$ cat config.mk
export PLATFORM = sky130hd
export DESIGN_NAME = enigma_msg_ctrl
export DESIGN_NICKNAME = d
export VERILOG_FILES = /design/src/rtl/enigma_pkg.sv /design/src/rtl/enigma_char_fifo.sv /design/src/rtl/enigma_msg_ctrl.sv
export SDC_FILE = /design/constraint.sdc
export NUM_CORES = 1
export LEC_CHECK = 0
export CAP_MARGIN = 25
export CORE_MARGIN = 8
export CORE_UTILIZATION = 53
export CTS_CLUSTER_SIZE = 10
export DETAILED_ROUTE_END_ITERATION = 10
export GPL_TIMING_DRIVEN = 0
export PLACE_DENSITY = 0.86
export SYNTH_ARGS = -nofsm -noshare
export SYNTH_HDL_FRONTEND = slang
export SYNTH_SLANG_ARGS = --single-unit
$ cat constraint.sdc
create_clock -name clk -period 2.65 [get_ports clk]
set_clock_uncertainty 0.15 [all_clocks]
set_input_delay 0.265 -clock clk [delete_from_list [all_inputs] [get_ports clk]]
set_output_delay 0.265 -clock clk [all_outputs]
set_load 0.01 [all_outputs]
$ cat src/rtl/enigma_pkg.sv
// Shared types and constants for the enigma message sequencer.
package enigma_pkg;

  localparam int CHAR_W             = 8;
  localparam int DEFAULT_TIMEOUT    = 64;
  localparam int DEFAULT_FIFO_DEPTH = 4;

  typedef enum logic [2:0] {
    IDLE,
    SETUP,
    READY,
    ISSUE,
    WAIT,
    OUT
  } state_t;

endpackage

$ cat src/rtl/enigma_char_fifo.sv
// Character buffer between the host and the sequencer, with a synchronous clear.
// full_next lets the owner register its ready flag one cycle ahead.
module enigma_char_fifo
  import enigma_pkg::*;
#(
  parameter int DEPTH = DEFAULT_FIFO_DEPTH
) (
  input  logic              clk,
  input  logic              reset_n,
  input  logic              clear,
  input  logic              push,
  input  logic [CHAR_W-1:0] push_data,
  input  logic              pop,
  output logic [CHAR_W-1:0] head,
  output logic              empty,
  output logic              full_next
);

  localparam int          AW  = (DEPTH > 1) ? $clog2(DEPTH) : 1;
  localparam logic [AW:0] CAP = (AW + 1)'(DEPTH);
  localparam logic [AW:0] ONE = (AW + 1)'(1);

  logic [CHAR_W-1:0] mem [DEPTH];
  logic [AW-1:0]     wr_ptr;
  logic [AW-1:0]     rd_ptr;
  logic [AW:0]       count;
  logic [AW:0]       count_next;
  logic              full;
  logic              do_push;
  logic              do_pop;

  assign full    = (count == CAP);
  assign empty   = (count == '0);
  assign do_push = push && !full && !clear;
  assign do_pop  = pop && !empty && !clear;
  assign head    = mem[rd_ptr];

  // Occupancy after this edge, also used to predict the full flag.
  always_comb begin
    count_next = count;
    if (clear) begin
      count_next = '0;
    end else begin
      if (do_push) count_next = count_next + ONE;
      if (do_pop)  count_next = count_next - ONE;
    end
    full_next = (count_next == CAP);
  end

  // Pointer and occupancy registers.
  always_ff @(posedge clk or negedge reset_n) begin
    if (!reset_n) begin
      wr_ptr <= '0;
      rd_ptr <= '0;
      count  <= '0;
    end else begin
      count <= count_next;
      if (clear) begin
        wr_ptr <= '0;
        rd_ptr <= '0;
      end else begin
        if (do_push) wr_ptr <= wr_ptr + AW'(1);
        if (do_pop)  rd_ptr <= rd_ptr + AW'(1);
      end
    end
  end

  // Storage array; contents are don't-care while the slot is empty.
  always_ff @(posedge clk) begin
    if (do_push) mem[wr_ptr] <= push_data;
  end

endmodule

$ cat src/rtl/enigma_msg_ctrl.sv
// Message sequencer: buffers host characters, configures the enigma core,
// feeds it one character at a time under a watchdog and returns results.
module enigma_msg_ctrl
  import enigma_pkg::*;
#(
  parameter int FIFO_DEPTH = DEFAULT_FIFO_DEPTH,
  parameter int TIMEOUT    = DEFAULT_TIMEOUT,
  parameter int CNT_W      = 16
) (
  input  logic              clk,
  input  logic              reset_n,
  input  logic              cfg_start,
  input  logic              cfg_dec,
  input  logic              in_valid,
  input  logic [CHAR_W-1:0] in_data,
  output logic              in_ready,
  output logic              out_valid,
  output logic [CHAR_W-1:0] out_data,
  input  logic              out_ready,
  output logic              core_set,
  output logic              core_en,
  output logic              core_valid,
  output logic [CHAR_W-1:0] core_din,
  output logic              core_dec,
  input  logic [CHAR_W-1:0] core_dout,
  input  logic              core_done,
  output logic              busy,
  output logic              err_timeout,
  output logic [CNT_W-1:0]  char_cnt
);

  localparam int                WAIT_W    = (TIMEOUT > 1) ? $clog2(TIMEOUT) : 1;
  localparam logic [WAIT_W-1:0] WAIT_LAST = WAIT_W'(TIMEOUT - 1);

  state_t            state;
  state_t            next_state;
  logic [WAIT_W-1:0] wait_cnt;
  logic              fifo_push;
  logic              fifo_pop;
  logic              fifo_clear;
  logic              fifo_empty;
  logic              fifo_full_next;
  logic [CHAR_W-1:0] fifo_head;
  logic              timeout_hit;
  logic              in_ready_next;

  assign fifo_push  = in_valid && in_ready;
  assign fifo_clear = (state == SETUP);
  assign fifo_pop   = (state == READY) && !fifo_empty;

  enigma_char_fifo #(.DEPTH(FIFO_DEPTH)) u_fifo (
    .clk       (clk),
    .reset_n   (reset_n),
    .clear     (fifo_clear),
    .push      (fifo_push),
    .push_data (in_data),
    .pop       (fifo_pop),
    .head      (fifo_head),
    .empty     (fifo_empty),
    .full_next (fifo_full_next)
  );

  // Next-state decode; queued characters take priority over reconfiguration.
  always_comb begin
    next_state  = state;
    timeout_hit = 1'b0;
    case (state)
      IDLE:  if (cfg_start) next_state = SETUP;
      SETUP: next_state = READY;
      READY: begin
        if (!fifo_empty)    next_state = ISSUE;
        else if (cfg_start) next_state = SETUP;
      end
      ISSUE: next_state = WAIT;
      WAIT: begin
        if (core_done) begin
          next_state = OUT;
        end else if (wait_cnt == WAIT_LAST) begin
          next_state  = READY;
          timeout_hit = 1'b1;
        end
      end
      OUT:     if (out_ready) next_state = READY;
      default: next_state = IDLE;
    endcase
    in_ready_next = (next_state != IDLE) && (next_state != SETUP) && !fifo_full_next;
  end

  // State register.
  always_ff @(posedge clk or negedge reset_n) begin
    if (!reset_n) state <= IDLE;
    else          state <= next_state;
  end

  // Watchdog counter, restarted as each character leaves ISSUE.
  always_ff @(posedge clk or negedge reset_n) begin
    if (!reset_n)              wait_cnt <= '0;
    else if (state == ISSUE)   wait_cnt <= '0;
    else if (state == WAIT)    wait_cnt <= wait_cnt + WAIT_W'(1);
  end

  // Registered outputs, decoded from the state being entered.
  always_ff @(posedge clk or negedge reset_n) begin
    if (!reset_n) begin
      in_ready    <= 1'b0;
      out_valid   <= 1'b0;
      out_data    <= '0;
      core_set    <= 1'b0;
      core_en     <= 1'b0;
      core_valid  <= 1'b0;
      core_din    <= '0;
      core_dec    <= 1'b0;
      busy        <= 1'b0;
      err_timeout <= 1'b0;
      char_cnt    <= '0;
    end else begin
      in_ready   <= in_ready_next;
      out_valid  <= (next_state == OUT);
      core_set   <= (next_state == SETUP);
      core_en    <= (next_state inside {READY, ISSUE, WAIT, OUT});
      core_valid <= (next_state == ISSUE);
      busy       <= (next_state inside {ISSUE, WAIT, OUT});
      if (next_state == SETUP)         core_dec <= cfg_dec;
      if (fifo_pop)                    core_din <= fifo_head;
      if (state == WAIT && core_done)  out_data <= core_dout;
      if (next_state == SETUP)         err_timeout <= 1'b0;
      else if (timeout_hit)            err_timeout <= 1'b1;
      if (next_state == SETUP)              char_cnt <= '0;
      else if (state == OUT && out_ready)   char_cnt <= char_cnt + CNT_W'(1);
    end
  end

endmodule

After elaboration in Yosys (flattened, before gate mapping)
Memories as Yosys holds them, arrays and structs flattened. A register that Yosys moved wholly into a read port is not among the register bits.
Cells that the tools add are included.
- memories: 1
- bits in writable memories: 32
- input bits: 23
- flip-flop bits (word level): 48
- logic and storage cells: 86
- memory list (memory ; words ; bits a word ; rd ports ; clocked after Yosys merged registers in ; write ports ; RTL line ; RTL):
    u_fifo.mem ; 4 ; 8 ; 1 ; 1 ; 1 ; enigma_char_fifo.sv:23 ; logic [CHAR_W-1:0] mem [DEPTH];
- equality and inequality tests: 14
- reductions and logical operators: 25
- add/subtract/negate cells: 6
- muxes and demuxes: 25
- operators with widths (cell ; count):
    $mux W16 ; 2
    $mux W3 ; 9
    $eq A3 B3 Y1 const B ; 6
    $pmux W3 S6 ; 1
    $add A16 B1 Y16 const B ; 1
    $eq A3 B2 Y1 const B ; 4
    $mux W6 ; 2
    $logic_and A1 B1 Y1 ; 10
    $reduce_bool A2 Y1 ; 5
    $mux W2 ; 4
    $mux W1 ; 7
    $add A6 B1 Y6 const B ; 1
    $eq A3 B1 Y1 const B ; 2
    $eq A6 B6 Y1 const B ; 1
    $logic_not A3 Y1 ; 2
    $reduce_bool A3 Y1 ; 2
    $logic_not A1 Y1 ; 5
    $add A2 B1 Y2 const B ; 2
    $reduce_bool A4 Y1 ; 1
    $add A3 B1 Y3 const B ; 1
    $ne A3 B1 Y1 const B ; 1
    $sub A3 B1 Y3 const B ; 1

Logic depth before layout (Yosys ltp)
- word-level depth: 12
- depth in mapped cells: 11
- gate-level depth less buffers: 11

Hierarchy
Synthesis repeated with hierarchy kept, for this count alone.
- cell total of the unflattened synthesis: 309
- area, all modules: 3942.5 sq um
- by module, submodules not included (module ; area an instance (sq um) ; cells an instance ; instances):
    enigma_msg_ctrl ; 2212.1 ; 202 ; 1
    enigma_char_fifo ; 1730.4 ; 107 ; 1

Worst setup path after synthesis
OpenSTA, ideal clock, no wires.
- path type: reg2reg
- start point: register u_fifo.count[0]
- end point: register in_ready
- stages on the path, launching flop included: 11
- clock period less this slack: 2243 ps
- arrival: 2011 ps
- buffers on the path: 0
- setup slack: 407 ps
- setup time: 82 ps
- cell sequence: dfrtp_1 -> inv_1 -> ha_1 -> nand2_1 -> nand3_1 -> nor2_1 -> mux2i_1 -> ha_1 -> a21oi_1 -> o21ai_0 -> a31oi_1
- word-level cells in the longest chain between the ends: 12
- ends and longest elaborated chain (item ; RTL line ; RTL):
    start: declaration ; enigma_char_fifo.sv:26 ; logic [AW:0] count;
    start signal: assignment ; enigma_char_fifo.sv:57 ; count <= count_next;
    parallel branches: the longest is 11 deep, another holds $add A3 B1 Y3 ; -- ;
    $logic_and A1 B1 Y1 (*) ; enigma_msg_ctrl.sv:86 ; in_ready_next = (next_state != IDLE) && (next_state != SETUP) && !fifo_full_next;
    via in_ready_next ; enigma_msg_ctrl.sv:45 ; logic in_ready_next;
    end signal: assignment ; enigma_msg_ctrl.sv:117 ; in_ready <= in_ready_next;
    end: declaration ; enigma_msg_ctrl.sv:16 ; output logic in_ready,
Mark *: on every way through the listed nets, which the timed path passes. The select of a mux whose other input is x is not followed.
A chain may end at the register's enable or synchronous reset.

Worst setup path after layout
Same ends and word-level chain as after synthesis.

==> results.md <==
* Total global routing track utilization at 14.7%
* Worst hold slack at around 0.24 ns
* Setup CP Type: flop to flop
* Number of nets produced by synthesis at 328
* Count of filler cells inserted in the layout at 522
* Proportion of power drawn by the clock network at about a fifth
* CTS Root Buffer Type: sky130_fd_sc_hd__clkbuf_8
* Total Negative Setup Slacks at 0 ns
* Clock network latency to the later pin of the worst-skew pair at 0.36 ns
* Result of the run: finished clean
* Part of the cycle the worst path needs at 93.6%
* Sequential share of the synthesized area at 62.4%
* Sequential share of power at 43.1%
* Depth of the worst register-to-register path at 10
* Fraction of synthesized area in multiplexers at 9.45%
* Area of the multi-input gates at 1330 sq um
* Summed instance area of the synthesized netlist at about 3800 sq um
* Number of clock sinks at 88
* Worst Setup Slack, final at 0.169 ns
* Pin count of the biggest net entering global routing at 38
* Number of synthesized flops with an enable pin at 32
* Starting density of the core at 53.3%
* Combinational cell fraction of total power at 36.5%
* Initial antenna violation count at 0
* Top cells by area, synth: sky130_fd_sc_hd__dfrtp_1 37%, sky130_fd_sc_hd__edfxtp_1 25%, sky130_fd_sc_hd__mux4_2 4.8%
* Critical Path RT at 2.78 ns
* Total chip power at between 4 and 5 mW
* Area delta synth->final at 25.6%
* Gate count after technology mapping at 296
* Data arrival time of the worst path at 2.62 ns
* Number of hold violations in the final report at 0
* Number of vias after detailed routing at between 2000 and 2500
* Met3 wire length at 348 um
* Max Fanout on Critical Path at 6
* Maximum clock insertion buffer count at 2
* Complex-gate fraction of the synthesized area at 3.37%
* Floorplan core area at 7100 sq um
* Total of buffers placed on input and output ports at 62
* Count of yosys warnings during synthesis at 0
* Sequential cell area at approximately 2400 sq um
* Total power per unit cell area at 921 nW/um^2
* Post-route DRC at 0
* Cells after DPL at 458
* Die height at 101 um
* Max Freq at 0.403 GHz
* Share of layout cells above drive strength 1 at a little over an eighth
* Post-CTS clock slew at the launch and capture registers of the worst setup and hold paths at about 0.090 ns
* Leakage power at approximately 2 nW
* Met2 layer wire length in the routed design at ~3.5 mm
* Gr ovfl total at 0
* Cts bufs inserted at 9
* Most common flop cell mapped by yosys: sky130_fd_sc_hd__dfrtp_1
* Library cell with the highest instance count after synthesis: sky130_fd_sc_hd__dfrtp_1
* Ant diodes at 0
* Yosys cell types at 39
* Floorplan die area at approximately 10000 sq um
* Asr flop ratio synth at between 60 and 70%
* Placer's final routability congestion estimate at 0.835
* Final count of pins violating max slew at 0
* Max cap viols at 0
* Main combinational cell family by area after synthesis: simple AND/OR/NAND/NOR gates
* Layout Nets at 403
* Sum of routed wire length over all layers at 6.94 mm
* Endpoints failing setup at 0
* Setup crit start kind: flop
* Peak supply drop at about 0.00047 V
* Average cell area after synthesis at 12.8 sq um
* Min Tclk post-route at 2.48 ns
* Commonest cells in the netlist: 56 x sky130_fd_sc_hd__dfrtp_1, 42 x sky130_fd_sc_hd__nand2_1, 33 x sky130_fd_sc_hd__nor2_1, 32 x sky130_fd_sc_hd__edfxtp_1, 12 x sky130_fd_sc_hd__xor2_1
* Share of the core filled with cells in the final layout at 66.9%
* Post-synthesis adder-cell area fraction at 2.98%
* Post-route cell area at 4750 sq um
* Cell internal pwr at 2.90 mW
* Category of the worst setup path capture point: flop
* Detailed Routing Iterations Pass 1 at 5
* Area after DPL at 4540 sq um
* Detail-routed via count per cell at 5.19
* Cell Rows at 31
* Worst-case headroom to the max-slew limit at 55.5%
* Worst hold path class: input pin to async pin
* Net switching fraction of the power at roughly 34%
* Routed wire per std cell at ~15 um
* Transition time at the pin with the least slew margin at 0.665 ns
* Post-route antenna net violation count at 0
* Share of the synthesized netlist area taken by xor and xnor gates at under 10%
* Number of storage elements in the synthesis netlist at between 80 and 90
* First-pass GRT wire length at about 12 mm
* Setup slack at placement at 0.0878 ns
* Switching power of the nets at 1.47 mW
* Initial DRC Count at 75
* DIE WIDTH at 101 um
* DP Wirelength at 5.05 mm
* Count of H-tree levels built during CTS at 3
* Area share of the largest cell type after synthesis at about 37%
* Number of global-route vias before repair at 2545
* Num ports at 63
* Largest area contributor in the netlist: sky130_fd_sc_hd__dfrtp_1
* Synth Area in Simple Gates at 13.9%
* Clock tree from TritonCTS: done
* Top sig layer: met4
* WL met1 at 2.93 mm
* Final instance count without filler cells at around 480
[state kept, by name (all words and copies together) (netlist names), 3 cells and up]
register      cells
u_fifo.mem       32
u_fifo.count      3
char_cnt         16
core_din          8
state             3
out_data          8
wait_cnt          6
[critical path, stage by stage, from the launching register on]
cell and delay (ns):
sky130_fd_sc_hd__dfrtp_1 0.40, sky130_fd_sc_hd__inv_1 0.09, sky130_fd_sc_hd__ha_1 0.24, sky130_fd_sc_hd__nand2_1 0.07, sky130_fd_sc_hd__nand3_1 0.28, sky130_fd_sc_hd__nor2_4 0.26
sky130_fd_sc_hd__mux2i_1 0.21, sky130_fd_sc_hd__ha_1 0.24, sky130_fd_sc_hd__a21oi_1 0.13, sky130_fd_sc_hd__o21ai_0 0.15, sky130_fd_sc_hd__a31oi_1 0.18
[layout by cell type, fill, tap and decap left out, types with 8 or more instances in the layout]
cell                              Yosys  final
sky130_fd_sc_hd__ha_1                 9      9
sky130_fd_sc_hd__mux2_2              10     10
sky130_fd_sc_hd__clkdlybuf4s50_1      0     61
sky130_fd_sc_hd__dfrtp_1             56     56
sky130_fd_sc_hd__inv_1               11     11
sky130_fd_sc_hd__xor2_1              12     12
sky130_fd_sc_hd__edfxtp_1            32     32
sky130_fd_sc_hd__nand2_1             42     42
sky130_fd_sc_hd__nor2_1              33     32
sky130_fd_sc_hd__nand3_1             11     11
sky130_fd_sc_hd__clkbuf_8             0      9
sky130_fd_sc_hd__xnor2_1             11     11
sky130_fd_sc_hd__mux4_2               8      8
[timing repair]
| action | CTS | global route |
|---|---|---|
| endpoints found under the setup margin | 0 | 1 |
| setup buffers | 0 | 0 |
| hold buffers | 1 | 0 |
| gates resized for setup | 0 | 2 |
| hold endpoints to repair | 19 | 0 |
[path summary, 6_finish.rpt]
kind	start	slack, ns	to
setup / recovery	u_fifo.count[0]	0.17	in_ready
hold / removal	reset_n	0.24	wait_cnt[3]
setup reg to reg	u_fifo.count[0]	0.17	in_ready
hold reg to reg	core_din[1]	0.33	core_din[1]
max in group asynchronous	reset_n	1.58	u_fifo.rd_ptr[0]
min in group clk	core_din[1]	0.33	core_din[1]
[layer usage]
metal | vias up | track usage [%]
met5 | - | 0
met4 | 0 | 6.74
met3 | 9 | 3.52
met2 | 57 | 25.6
met1 | 1219 | 16.5
li1 | 1180 | -
[logic make-up (layout without fill, tap and decap cells)]
group	Yosys count	count (layout)
AND/OR/NAND/NOR	113	113
AO/OA/AOI/OAI	19	19
adder cells (fa/ha/maj)	9	9
flip-flops	88	88
buffers and inverters	20	100
XOR/XNOR	23	23
multiplexers	24	24
[final cells by class]
class,instances,share of cell area (%)
Multi-Input combinational cell,188,28.0
Clock buffer,9,2.61
Inverter,11,0.869
Timing Repair Buffer,64,13.6
Clock inverter,7,1.40
Buffer,9,1.21
Tap cell,99,2.61
Sequential cell,88,49.7
[power by group through the flow]
stage          Clock, mW  Combinational [mW]  Sequential, mW
6_report           0.891                1.60            1.89
5_1_grt            0.958                1.76            1.93
4_1_cts            0.910                1.61            1.89
3_5_place_dp           0                1.60            1.92
3_3_place_gp           0                1.56            1.90
2_1_floorplan          0               0.916            1.97
Note: power is estimated with default switching activity, not from simulation.
